### src/rtl/io_pad_arbiter_pkg.sv
// Shared types, defaults and the round-robin search helper for io_pad_arbiter.
package io_arb_pkg;

   typedef enum logic [1:0] {
      ST_IDLE,
      ST_GRANT,
      ST_TURN
   } state_e;

   localparam int DEF_NUM_REQ    = 4;
   localparam int DEF_PAD_W      = 5;
   localparam int DEF_MAX_HOLD   = 64;
   localparam int DEF_TURNAROUND = 1;

   // Widest supported requester set; the helper works on this width.
   localparam int MAX_REQ = 8;
   localparam int IDX_W   = 3;

   typedef struct packed {
      logic             valid;
      logic [IDX_W-1:0] idx;
   } pick_t;

   // First set bit at or above ptr, wrapping within the lowest num bits.
   function automatic pick_t rr_pick(input logic [MAX_REQ-1:0] req,
                                     input logic [IDX_W-1:0]   ptr,
                                     input int                 num);
      pick_t r;
      int    j;
      r.valid = 1'b0;
      r.idx   = '0;
      for (int i = 0; i < MAX_REQ; i++) begin
         if (i < num && !r.valid) begin
            j = int'(ptr) + i;
            if (j >= num) j = j - num;
            if (req[j]) begin
               r.valid = 1'b1;
               r.idx   = IDX_W'(j);
            end
         end
      end
      return r;
   endfunction

endpackage

### src/rtl/io_pad_arbiter_if.sv
// Request/grant and pad bundle between the user blocks, the arbiter and the wrapper pins.
interface io_pad_arbiter_if
   import io_arb_pkg::*;
#(
   parameter int NUM_REQ = DEF_NUM_REQ,
   parameter int PAD_W   = DEF_PAD_W
);
   localparam int OWN_W = (NUM_REQ > 1) ? $clog2(NUM_REQ) : 1;

   logic [NUM_REQ-1:0]       req_i;
   logic [NUM_REQ-1:0]       gnt_o;
   logic [OWN_W-1:0]         owner_o;
   logic                     busy_o;
   logic [NUM_REQ*PAD_W-1:0] req_out_i;
   logic [NUM_REQ*PAD_W-1:0] req_oeb_i;
   logic [NUM_REQ*PAD_W-1:0] req_in_o;
   logic [PAD_W-1:0]         io_in_i;
   logic [PAD_W-1:0]         io_out_o;
   logic [PAD_W-1:0]         io_oeb_o;

   modport slave (
      input  req_i, req_out_i, req_oeb_i, io_in_i,
      output gnt_o, owner_o, busy_o, req_in_o, io_out_o, io_oeb_o
   );

   modport master (
      output req_i, req_out_i, req_oeb_i, io_in_i,
      input  gnt_o, owner_o, busy_o, req_in_o, io_out_o, io_oeb_o
   );

endinterface

### src/rtl/io_pad_arbiter_rr_arbiter.sv
// Combinational round-robin priority search starting at a rotating pointer.
module rr_arbiter
   import io_arb_pkg::*;
#(
   parameter int NUM_REQ = DEF_NUM_REQ,
   parameter int OWN_W   = (NUM_REQ > 1) ? $clog2(NUM_REQ) : 1
) (
   input  logic [NUM_REQ-1:0] req,
   input  logic [OWN_W-1:0]   ptr,
   output logic               valid,
   output logic [OWN_W-1:0]   idx
);

   pick_t pick;

   assign pick  = rr_pick(MAX_REQ'(req), IDX_W'(ptr), NUM_REQ);
   assign valid = pick.valid;
   assign idx   = OWN_W'(pick.idx);

endmodule

### src/rtl/io_pad_arbiter.sv
// Shares one pad group among NUM_REQ requesters: round-robin grant, bounded hold
// with preemption, and an all-input turnaround between consecutive owners.
module io_pad_arbiter
   import io_arb_pkg::*;
#(
   parameter int NUM_REQ    = DEF_NUM_REQ,
   parameter int PAD_W      = DEF_PAD_W,
   parameter int MAX_HOLD   = DEF_MAX_HOLD,
   parameter int TURNAROUND = DEF_TURNAROUND
) (
   input logic             wb_clk_i,
   input logic             wb_rst_i,
   io_pad_arbiter_if.slave bus
);

   localparam int OWN_W  = (NUM_REQ > 1) ? $clog2(NUM_REQ) : 1;
   localparam int HOLD_W = (MAX_HOLD > 2) ? $clog2(MAX_HOLD) : 1;
   localparam int TURN_W = (TURNAROUND > 1) ? $clog2(TURNAROUND) : 1;

   localparam logic [HOLD_W-1:0] HOLD_TOP  = HOLD_W'((MAX_HOLD == 0) ? 0 : MAX_HOLD - 1);
   localparam logic [TURN_W-1:0] TURN_LAST = TURN_W'(TURNAROUND - 1);
   localparam logic [OWN_W-1:0]  OWN_LAST  = OWN_W'(NUM_REQ - 1);

   state_e              state_q, state_d;
   logic [OWN_W-1:0]    owner_q, owner_d;
   logic [OWN_W-1:0]    ptr_q, ptr_d;
   logic [HOLD_W-1:0]   hold_q, hold_d;
   logic [TURN_W-1:0]   turn_q, turn_d;

   logic                pick_valid;
   logic [OWN_W-1:0]    pick_idx;
   logic [NUM_REQ-1:0]  owner_oh;
   logic                release_req;
   logic                preempt;

   rr_arbiter #(
      .NUM_REQ (NUM_REQ),
      .OWN_W   (OWN_W)
   ) u_rr (
      .req   (bus.req_i),
      .ptr   (ptr_q),
      .valid (pick_valid),
      .idx   (pick_idx)
   );

   always_comb begin
      owner_oh          = '0;
      owner_oh[owner_q] = 1'b1;
   end

   assign release_req = !bus.req_i[owner_q];
   assign preempt     = (MAX_HOLD != 0) && (hold_q == HOLD_TOP) && |(bus.req_i & ~owner_oh);

   // NOTE: every always_comb output gets a default first so no path can infer a latch.
   always_comb begin
      state_d = state_q;
      owner_d = owner_q;
      ptr_d   = ptr_q;
      hold_d  = hold_q;
      turn_d  = turn_q;
      unique case (state_q)
         ST_IDLE: begin
            if (pick_valid) begin
               state_d = ST_GRANT;
               owner_d = pick_idx;
               hold_d  = '0;
            end
         end
         ST_GRANT: begin
            if (hold_q != HOLD_TOP) hold_d = hold_q + 1'b1;
            if (release_req || preempt) begin
               state_d = ST_TURN;
               turn_d  = '0;
               ptr_d   = (owner_q == OWN_LAST) ? '0 : OWN_W'(owner_q + 1'b1);
            end
         end
         ST_TURN: begin
            if (turn_q == TURN_LAST) begin
               if (pick_valid) begin
                  state_d = ST_GRANT;
                  owner_d = pick_idx;
                  hold_d  = '0;
               end else begin
                  state_d = ST_IDLE;
               end
            end else begin
               turn_d = turn_q + 1'b1;
            end
         end
         default: state_d = ST_IDLE;
      endcase
   end

   // NOTE: state registers use non-blocking assignments so all flops update from pre-edge values.
   always_ff @(posedge wb_clk_i) begin
      if (wb_rst_i) begin
         state_q <= ST_IDLE;
         owner_q <= '0;
         ptr_q   <= '0;
         hold_q  <= '0;
         turn_q  <= '0;
      end else begin
         state_q <= state_d;
         owner_q <= owner_d;
         ptr_q   <= ptr_d;
         hold_q  <= hold_d;
         turn_q  <= turn_d;
      end
   end

   // Pads follow the registered owner only while granted; otherwise every pad is an input.
   always_comb begin
      bus.gnt_o    = '0;
      bus.io_out_o = '0;
      bus.io_oeb_o = '1;
      bus.req_in_o = '0;
      if (state_q == ST_GRANT) begin
         bus.gnt_o                             = owner_oh;
         bus.io_out_o                          = bus.req_out_i[int'(owner_q)*PAD_W +: PAD_W];
         bus.io_oeb_o                          = bus.req_oeb_i[int'(owner_q)*PAD_W +: PAD_W];
         bus.req_in_o[int'(owner_q)*PAD_W +: PAD_W] = bus.io_in_i;
      end
   end

   assign bus.owner_o = owner_q;
   assign bus.busy_o  = (state_q == ST_GRANT);

endmodule

### src/flat_wrapper.sv
// flat-port wrapper written by rule: the top's interface ports become plain ports
module io_pad_arbiter_flat import io_arb_pkg::*;
#(
   parameter int NUM_REQ    = DEF_NUM_REQ,
   parameter int PAD_W      = DEF_PAD_W,
   parameter int MAX_HOLD   = DEF_MAX_HOLD,
   parameter int TURNAROUND = DEF_TURNAROUND
)
  (wb_clk_i, wb_rst_i, bus_req_i, bus_req_out_i, bus_req_oeb_i, bus_io_in_i, bus_gnt_o, bus_owner_o, bus_busy_o, bus_req_in_o, bus_io_out_o, bus_io_oeb_o);
  io_pad_arbiter_if #(.NUM_REQ(NUM_REQ), .PAD_W(PAD_W)) bus_i ();
  input logic wb_clk_i;
  input logic wb_rst_i;
  input wire logic [$bits(bus_i.req_i)-1:0] bus_req_i;
  input wire logic [$bits(bus_i.req_out_i)-1:0] bus_req_out_i;
  input wire logic [$bits(bus_i.req_oeb_i)-1:0] bus_req_oeb_i;
  input wire logic [$bits(bus_i.io_in_i)-1:0] bus_io_in_i;
  output wire logic [$bits(bus_i.gnt_o)-1:0] bus_gnt_o;
  output wire logic [$bits(bus_i.owner_o)-1:0] bus_owner_o;
  output wire logic [$bits(bus_i.busy_o)-1:0] bus_busy_o;
  output wire logic [$bits(bus_i.req_in_o)-1:0] bus_req_in_o;
  output wire logic [$bits(bus_i.io_out_o)-1:0] bus_io_out_o;
  output wire logic [$bits(bus_i.io_oeb_o)-1:0] bus_io_oeb_o;
  assign bus_i.req_i = bus_req_i;
  assign bus_i.req_out_i = bus_req_out_i;
  assign bus_i.req_oeb_i = bus_req_oeb_i;
  assign bus_i.io_in_i = bus_io_in_i;
  assign bus_gnt_o = bus_i.gnt_o;
  assign bus_owner_o = bus_i.owner_o;
  assign bus_busy_o = bus_i.busy_o;
  assign bus_req_in_o = bus_i.req_in_o;
  assign bus_io_out_o = bus_i.io_out_o;
  assign bus_io_oeb_o = bus_i.io_oeb_o;
  io_pad_arbiter #(.NUM_REQ(NUM_REQ), .PAD_W(PAD_W), .MAX_HOLD(MAX_HOLD), .TURNAROUND(TURNAROUND)) u_core (.wb_clk_i(wb_clk_i), .wb_rst_i(wb_rst_i), .bus(bus_i));
endmodule
### config.mk
export PLATFORM = sky130hd
export DESIGN_NAME = io_pad_arbiter_flat
export DESIGN_NICKNAME = d
export VERILOG_FILES = /design/src/rtl/io_pad_arbiter_pkg.sv /design/src/rtl/io_pad_arbiter_if.sv /design/src/rtl/io_pad_arbiter_rr_arbiter.sv /design/src/rtl/io_pad_arbiter.sv /design/src/flat_wrapper.sv
export SDC_FILE = /design/constraint.sdc
export NUM_CORES = 1
export LEC_CHECK = 0
export CORE_MARGIN = 3
export CORE_UTILIZATION = 36
export CTS_BUF_LIST = sky130_fd_sc_hd__clkbuf_8
export CTS_CLUSTER_SIZE = 28
export DETAILED_ROUTE_END_ITERATION = 16
export GPL_TIMING_DRIVEN = 0
export PLACE_DENSITY = 0.81
export SYNTH_ARGS = -nofsm -noshare
export SYNTH_HDL_FRONTEND = slang
export SYNTH_SLANG_ARGS = --single-unit
### constraint.sdc
create_clock -name wb_clk_i -period 2.7 [get_ports wb_clk_i]
set_input_delay 0.54 -clock wb_clk_i [delete_from_list [all_inputs] [get_ports wb_clk_i]]
set_output_delay 0.54 -clock wb_clk_i [all_outputs]
set_load 0.01 [all_outputs]
==> flow_summary.yaml, run 1 <==
global_routing:
  overflow: 0
  grt_pass1_wl_um: 7180
  grtUsageTotal_pct: 21.4
  antenna_found_initial: 0
  grt_pass1_vias: 1617
  grt_max_degree: 11
logic_synthesis:
  ys_ff_latch: 12
  synth_top_cell_by_area: "dfxtp_1"
  avgSynthCellArea_um2: 8.58
  ys_top_cells_by_area: "dfxtp_1, mux4_2, and2_1"
  synth_edf_count: 0
  yosys_warnings: 0
  syn_area_um2: 1240
  yosysUniqueCellTypes: 32
  postSynthCellCount: 144
  synth_top_area_share_pct: 19.4
  synth_nets: 203
  ys.flop_type: "dfxtp_1"
  synth-async-reset-ratio_pct: 0
  synth-seq-area-share_pct: 19.4
layout:
  area_delta_synth_final_pct: 93.9
  n_antenna_cell: 0
  final_util_pct: 76.0
  final_nets: 309
  stdcell_area_um2: 2400
  instances_no_fill: 293
  drive_gt1_share_pct: 16.9
worst_hold_path:
  min_path_type: "register to register"
  min_from: "u_core.hold_q[1]"
  hold_end: "u_core.hold_q[1]"
  holdPathStages: 2
clocking:
  root_buffer: "clkbuf_8"
  cts_tree: "done"
  cts.clk_slew.worst_paths_ps: 50
  hold_buffers: 0
  clkLatencyLatePin_ps: 240
  numCtsBuffers: 3
  cts_buffer_depth: 2
  h-tree-depth: 1
  clock_sinks: 12
flow_run:
  cap_violations: 0
timing:
  max_slew_margin_pct: 55.2
  post-route-min-period_ps: 2640
  fin_skew_ps: 0.890
  worst_slew_pin_slew_ps: 672
  fin_crit_sh_pct: 97.9
  hold_viol_final: 0
  drv_slew: 0
  holdWs_ps: 487
  max_freq_mhz: 378
  setup_viol: 0
critical_path:
  crit_path_start_kind: "register"
  worst_ep_arrival_time_ps: 2100
  r2r_start: "u_core.bus.owner_o[0]"
  cp_max_fo: 5
  rr_endpoint: "u_core.ptr_q[0]"
  rr_worst_depth: 9
  required_ps: 2160
  path_class: "register to output port"
  rrSetupSlack_ps: 440
  worstSetupEndpointType: "output port"
routing:
  firstDrtPassIters: 4
  vias_per_cell: 5.26
  routedWlPerCell_um: 15.6
  drc: 0
  num_vias: 1541
  antenna_left: 0
  drt-initial-drc-count: 144
  drt_wl_total_um: 4570
placement:
  post_dp_cell_area_um2: 2150
  place_hpwl_um: 3130
  io_buffer_count: 86
  gp_congestion: 0.772
  dp_cells: 274
floorplan:
  rows: 20
  core_um2: 3150
  die_h_um: 64.6
  dieArea_um2: 4170
  io_pins: 88
  start_util_pct: 39.2
  die_w_um: 64.6
pwr:
  ir_drop_v: 0.000229
  power_density_nw_per_um2: 312
  leakage_nw: 0.996
  finalPower_mw: 0.749
run_status:
  status: "finished clean"
-- worst max-delay path, cell delays in order (launching register included) --
cell,delay (ps)
dfxtp_4,380
buf_12,110
clkinvlp_4,100
buf_4,180
ha_1,210
nand4_1,110
nor2_2,70
buf_4,160
buf_4,130
and2_1,140
dlygate4sd2_1,280
-- worst max-delay path by stage --
stage | start | to | slack (ps) | depth (start not counted)
3_5_place_dp | u_core.bus.owner_o[1] | bus_req_in_o[19] | -820 | 6
3_3_place_gp | u_core.bus.owner_o[1] | bus_req_in_o[19] | -790 | 6
5_1_grt | u_core.bus.owner_o[0] | bus_req_in_o[12] | -10 | 10
4_1_cts | u_core.bus.owner_o[0] | bus_req_in_o[12] | -90 | 11
2_1_floorplan | u_core.bus.owner_o[0] | bus_req_in_o[17] | 150 | 6
6_report | u_core.bus.owner_o[0] | bus_req_in_o[12] | 60 | 10
-- synthesized netlist by cell type (2+ instances only) --
cell and instances:
and2_1 22, clkbuf_1 2, nor4_1 3, a21oi_1 12, nor2_1 14, mux4_2 7, and3_1 6, buf_1 2
nand2_1 6, nor3_1 3, nand3_1 3, xnor2_1 3, nand3b_1 2, inv_1 7, nor2b_1 3, o21ai_0 4
mux4_1 4, dfxtp_1 12, nand2b_1 9, ha_1 8
-- registers in the layout (all words and copies together) (netlist names) --
| register | cells |
|---|---|
| u_core.bus.owner_o | 2 |
| u_core.state_q | 2 |
| u_core.ptr_q | 2 |
| u_core.hold_q | 6 |
-- metrics by stage --
stage | setup slack (ps) | setup TNS, ps
after floorplan | 146 | 0
after global placement | -787 | -12640
after detailed placement | -817 | -12980
after CTS | -88.6 | -124
after global routing | -13.1 | -13.1
final | 57.6 | 0
-- cells by family after synthesis --
family | after synthesis | share of synthesized area (%)
flops | 12 | 19.4
simple gates | 76 | 34.3
fa+ha+maj | 8 | 8.10
buf+inv | 13 | 4.66
mux | 12 | 22.1
xor+xnor | 3 | 2.13
compound gates | 20 | 9.31
-- layout by cell type (no fill, tap or decap), types with 3 or more instances in the layout --
cell type	synthesis	final
clkdlybuf4s50_1	0	66
a21oi_1	12	12
dlygate4sd2_1	0	17
dfxtp_1	12	10
nand3_1	3	3
and3_1	6	6
inv_1	7	4
mux4_2	7	7
and2_1	22	22
ha_1	8	7
buf_4	0	15
mux4_1	4	4
nor2_1	14	13
xnor2_1	3	3
nor2b_1	3	3
o21ai_0	4	4
nand2_1	6	6
clkbuf_8	0	4
nand2b_1	9	9
-- area by class of cell --
type / count / area, um^2
Clock buffer: 4 / 55.1
Fill cell: 238 / 756
Sequential cell: 12 / 248
Timing Repair Buffer: 102 / 968
Buffer: 5 / 42.5
Inverter: 7 / 33.8
Multi-Input combinational cell: 119 / 995
Tap cell: 44 / 55.1
-- power by group --
part | internal (mW) | total [mW] | switching, mW
combinational | 0.213 | 0.359 | 0.146
clock | 0.129 | 0.195 | 0.0659
sequential | 0.186 | 0.195 | 0.00945
-- metal layers --
layer / share of wire, % / GRT usage [%] / wire [um]
met1: 39 / 23.3 / 1770
met2: 51 / 39.8 / 2320
met3: 8.1 / 6.76 / 372
met4: 2.3 / 5.28 / 103
met5: 0 / 0 / 0
-- what timing repair did --
action                     CTS  global route
pin swaps                    3             1
gates resized for setup     48             2
cloned                       0             0
setup buffers                5            11
setup endpoints to repair   31            17
Power figures use the tool's default switching activity.
==> run 2, diff against run 1 <==
--- a/config.mk
+++ b/config.mk
@@ -5,13 +5,13 @@
 export SDC_FILE = /design/constraint.sdc
 export NUM_CORES = 1
 export LEC_CHECK = 0
-export CORE_MARGIN = 3
+export ABC_CLOCK_PERIOD_IN_PS = 2700
 export CORE_UTILIZATION = 36
 export CTS_BUF_LIST = sky130_fd_sc_hd__clkbuf_8
 export CTS_CLUSTER_SIZE = 28
 export DETAILED_ROUTE_END_ITERATION = 16
 export GPL_TIMING_DRIVEN = 0
-export PLACE_DENSITY = 0.81
+export PLACE_DENSITY_LB_ADDON = 0.3
 export SYNTH_ARGS = -nofsm -noshare
 export SYNTH_HDL_FRONTEND = slang
 export SYNTH_SLANG_ARGS = --single-unit
==> flow_summary.yaml, run 2 (synthesis gave the netlist of run 1 again) <==
clocking:
  h-tree-depth: 1
  clock_sinks: 12
  cts_tree: "done"
  cts.clk_slew.worst_paths_ps: 50
  numCtsBuffers: 3
  clkLatencyLatePin_ps: 240
  cts_buffer_depth: 2
  hold_buffers: 0
  root_buffer: "clkbuf_8"
routing:
  drt_wl_total_um: 4200
  antenna_left: 0
  firstDrtPassIters: 4
  num_vias: 1507
  vias_per_cell: 5.16
  routedWlPerCell_um: 14.4
  drt-initial-drc-count: 82
  drc: 0
timing:
  post-route-min-period_ps: 2620
  worst_slew_pin_slew_ps: 720
  max_slew_margin_pct: 52.0
  fin_skew_ps: 0.905
  max_freq_mhz: 382
  setup_ws_ps: 79.4
  fin_crit_sh_pct: 97.1
  setup_viol: 0
  drv_slew: 0
  hold_viol_final: 0
placement:
  gp_congestion: 0.830
  post_dp_cell_area_um2: 2150
  post-place-ws_ps: -802
  place_hpwl_um: 3030
  io_buffer_count: 86
  dp_cells: 274
critical_path:
  crit_path_start_kind: "register"
  path_class: "register to output port"
  worstSetupEndpointType: "output port"
  cp_max_fo: 6
  required_ps: 2160
  crit_start: "u_core.bus.owner_o[0]"
  r2r_start: "u_core.bus.owner_o[0]"
  worst_ep_arrival_time_ps: 2080
run_status:
  status: "finished clean"
layout:
  regMostFlops: "u_core.hold_q"
  layout_common_cells: "clkdlybuf4s50_1, and2_1, nor2_1"
  nFillCells: 220
  instances_no_fill: 292
  seq_area_um2: 248
  multiInputGateArea_um2: 1000
  final_common_cell: "clkdlybuf4s50_1"
  n_antenna_cell: 0
  final_nets: 308
  stdcell_area_um2: 2390
  drive_gt1_share_pct: 17.7
  area_delta_synth_final_pct: 93.6
  largest_reg_flops: 6
floorplan:
  die_w_um: 60.6
  die_h_um: 60.6
  io_pins: 88
  dieArea_um2: 3670
  start_util_pct: 39.2
  rows: 20
  core_um2: 3150
pwr:
  ir_drop_v: 0.000193
  power_density_nw_per_um2: 315
  p_int_mw: 0.529
  leakage_nw: 0.995
  p_comb_share_pct: 47.4
  p_switching_mw: 0.224
  netSwitchingFraction_pct: 29.8
  pwr-share-clk_pct: 26.6
  p_seq_share_pct: 26.0
global_routing:
  overflow: 0
  antenna_found_initial: 0
  grt_pass1_wl_um: 6420
  grt_pass1_vias: 1396
  grtUsageTotal_pct: 23.6
  grt_max_degree: 11
flow_run:
  cap_violations: 0
worst_hold_path:
  min_path_type: "register to register"
  min_from: "u_core.hold_q[1]"
-- run 2: cell types whose count changed in the layout (fill, tap and decap cells not counted), sizes merged --
cell	delta
clkbuf	+3
clkdlybuf4s15	+1
clkdlybuf4s50	-1
dlygate4sd2	-5
dlymetal6s2s	+1
-- run 2: stage by stage --
stage | utilization [%] | TNS, ps | power [mW] | hold WS [ps]
6_report | 75.9 | 0 | 0.753 | 484
5_1_grt | 75.9 | -2.08 | 0.791 | 521
4_1_cts | 74.1 | -87.7 | 0.727 | 488
3_5_place_dp | 68.3 | -13220 | 0.495 | 481
3_3_place_gp | 68.3 | -12410 | 0.493 | 473
2_1_floorplan | - | 0 | 0.339 | 462
-- run 2: worst paths after layout --
| check | end | depth (start not counted) | slack, ps |
|---|---|---|---|
| max | bus_io_out_o[1] | 6 | 80 |
| min | u_core.hold_q[1] | 2 | 480 |
| max reg2reg | u_core.ptr_q[0] | 10 | 470 |
| min reg2reg | u_core.hold_q[1] | 2 | 480 |
-- run 2: power by group through the flow --
stage	Clock (mW)	Sequential, mW	Combinational, mW
2_1_floorplan	0	0.199	0.140
3_3_place_gp	0	0.201	0.292
3_5_place_dp	0	0.201	0.294
4_1_cts	0.196	0.197	0.334
5_1_grt	0.211	0.198	0.382
6_report	0.200	0.196	0.357
-- run 2: cell type report --
class / instances / area share [%]
inverter: 7 / 1.41
multi-input combinational: 119 / 41.8
sequential: 12 / 10.4
buffer: 6 / 2.40
timing repair buffer: 100 / 39.5
clock buffer: 4 / 2.30
tap: 44 / 2.30
-- run 2: worst max-delay path, stage by stage, from the launching register on --
cell and delay [ps]:
dfxtp_4 350, buf_8 120, buf_12 120, buf_12 110, mux4_2 480, and2_1 180, clkdlybuf4s50_1 470
-- run 2: routing by layer --
metal	track usage [%]	part of all wire (%)	up-vias
met4	3.57	0.55	0
met1	31.3	41	709
met3	5.54	7.4	4
li1	-	-	725
met2	40.0	51	69
met5	0	0	-
-- run 2: timing repair --
| item | in CTS | in global routing |
|---|---|---|
| pin swaps | 3 | 3 |
| setup buffers | 8 | 6 |
| setup endpoints to repair | 31 | 19 |
| endpoints found under the hold margin | 0 | 0 |
| resized for setup | 53 | 9 |
==> run 3, diff against run 2 <==
--- a/config.mk
+++ b/config.mk
@@ -6,6 +6,7 @@
 export NUM_CORES = 1
 export LEC_CHECK = 0
 export ABC_CLOCK_PERIOD_IN_PS = 2700
+export CORE_MARGIN = 4
 export CORE_UTILIZATION = 36
 export CTS_BUF_LIST = sky130_fd_sc_hd__clkbuf_8
 export CTS_CLUSTER_SIZE = 28
==> flow_summary.yaml, run 3 (synthesis gave the netlist of run 1 again) <==
pwr:
  pwr-share-clk_pct: 27.2
  p_int_mw: 0.512
  p_seq_share_pct: 26.6
  finalPower_mw: 0.728
  power_density_nw_per_um2: 307
  netSwitchingFraction_pct: 29.6
  p_switching_mw: 0.216
  p_comb_share_pct: 46.2
  leakage_nw: 1.10
  ir_drop_v: 0.000203
timing:
  drv_slew: 0
  max_freq_mhz: 380
  setup_ws_ps: 71.4
  fin_crit_sh_pct: 97.4
  post-route-min-period_ps: 2630
  setup_viol: 0
  max_slew_margin_pct: 53.7
  fin_skew_ps: 1.14
  worst_slew_pin_slew_ps: 695
  rsz0062_at_grt: "no"
  holdWs_ps: 492
  hold_viol_final: 0
critical_path:
  rrSetupSlack_ps: 460
  rr_worst_depth: 10
  path_class: "register to output port"
  required_ps: 2160
  crit_start: "u_core.bus.owner_o[0]"
  r2r_start: "u_core.bus.owner_o[0]"
  rr_endpoint: "u_core.ptr_q[0]"
  cp_max_fo: 9
  slowest_stage: "mux4_2"
  worst_ep_arrival_time_ps: 2090
  worstSetupEndpointType: "output port"
  crit_path_start_kind: "register"
  slowest_delay_ps: 500
  crit_chain: "buf_8 > buf_12 > buf_6 > mux4_2 > nand2b_1 > clkdlybuf4s50_1"
clocking:
  cts_buffer_depth: 2
  cts_tree: "done"
  h-tree-depth: 1
  clock_sinks: 12
  numCtsBuffers: 3
  clkLatencyLatePin_ps: 240
  hold_buffers: 0
  root_buffer: "clkbuf_8"
  cts.clk_slew.worst_paths_ps: 50
routing:
  firstDrtPassIters: 4
  routedWlPerCell_um: 14.4
  vias_per_cell: 5.10
  drt-initial-drc-count: 77
  drt_wl_total_um: 4130
  num_vias: 1464
  antenna_left: 0
  drc: 0
global_routing:
  overflow: 0
  antenna_found_initial: 0
  grtUsageTotal_pct: 19.5
  grt_pass1_wl_um: 6780
  grt_pass1_vias: 1507
  grt_max_degree: 11
layout:
  final_util_pct: 71.0
  largest_reg_flops: 6
  area_delta_synth_final_pct: 91.6
  drive_gt1_share_pct: 14.1
  n_antenna_cell: 0
  final_nets: 301
  instances_no_fill: 287
  regMostFlops: "u_core.hold_q"
  layout_common_cells: "clkdlybuf4s50_1, and2_1, nor2_1, dlygate4sd2_1, a21oi_1"
  final_common_cell: "clkdlybuf4s50_1"
worst_hold_path:
  min_path_type: "register to register"
  hold_end: "u_core.hold_q[1]"
  holdPathStages: 2
  min_from: "u_core.hold_q[1]"
placement:
  gp_congestion: 0.797
  post-place-ws_ps: -800
  dp_cells: 276
  place_hpwl_um: 3110
  io_buffer_count: 86
flow_run:
  cap_violations: 0
floorplan:
  die_h_um: 66.6
  dieArea_um2: 4440
  core_um2: 3340
  die_w_um: 66.6
  io_pins: 88
  rows: 21
  start_util_pct: 37.0
run_status:
  status: "finished clean"
run 3: cell count changes in the layout (fill, tap and decap cells not counted), sizes merged:
cell	before	now
clkdlybuf4s50	65	61
buf	20	11
dlymetal6s2s	1	10
clkbuf	9	7
clkdlybuf4s15	3	1
dlygate4sd2	12	13
run 3: how the worst max path moves through the flow:
stage / end / cells past startpoint / slack, ps
2_1_floorplan: bus_req_in_o[17] / 6 / 150
3_3_place_gp: bus_req_in_o[18] / 6 / -790
3_5_place_dp: bus_req_in_o[18] / 6 / -800
4_1_cts: bus_req_in_o[11] / 9 / 5
5_1_grt: bus_io_oeb_o[1] / 6 / 2
6_report: bus_io_oeb_o[1] / 6 / 70
run 3: area by class of cell:
type,instances,area (um^2)
clock buffer,4,55.1
sequential,12,248
tap,46,57.6
fill,283,968
timing repair buffer,93,922
buffer,6,57.6
inverter,7,33.8
multi-input combinational,119,995
run 3: power groups by stage:
stage          Combinational, mW  Sequential, mW  Clock, mW
2_1_floorplan              0.140           0.199          0
3_3_place_gp               0.292           0.201          0
3_5_place_dp               0.296           0.201          0
4_1_cts                    0.337           0.194      0.202
5_1_grt                    0.361           0.195      0.213
6_report                   0.336           0.194      0.198
run 3: per-stage QoR:
stage	setup TNS (ps)	area, um^2
6_report	0	2370
4_1_cts	0	2350
3_5_place_dp	-12280	2150
2_1_floorplan	0	1240
3_3_place_gp	-11960	2150
5_1_grt	0	2370
run 3: metal layers:
metal / share of wire [%] / vias up / GRT usage (%)
met5: 0 / - / 0
met4: 1.3 / 0 / 7.11
met3: 7.7 / 5 / 4.55
met2: 52 / 53 / 34.5
met1: 39 / 696 / 22.5
li1: - / 710 / -
run 3: repair_timing:
action                     in CTS  in global routing
gates resized for setup        42                 12
pin swaps                       2                  1
buffers inserted                7                  0
setup endpoints to repair      31                 12
run 3: worst max-delay path: cells and delay by family, from the launching register on:
| family | cells | cell delay [ps] |
|---|---|---|
| buffers and inverters | 4 | 840 |
| flip-flops | 1 | 360 |
| multiplexers | 1 | 500 |
| AND/OR/NAND/NOR | 1 | 150 |
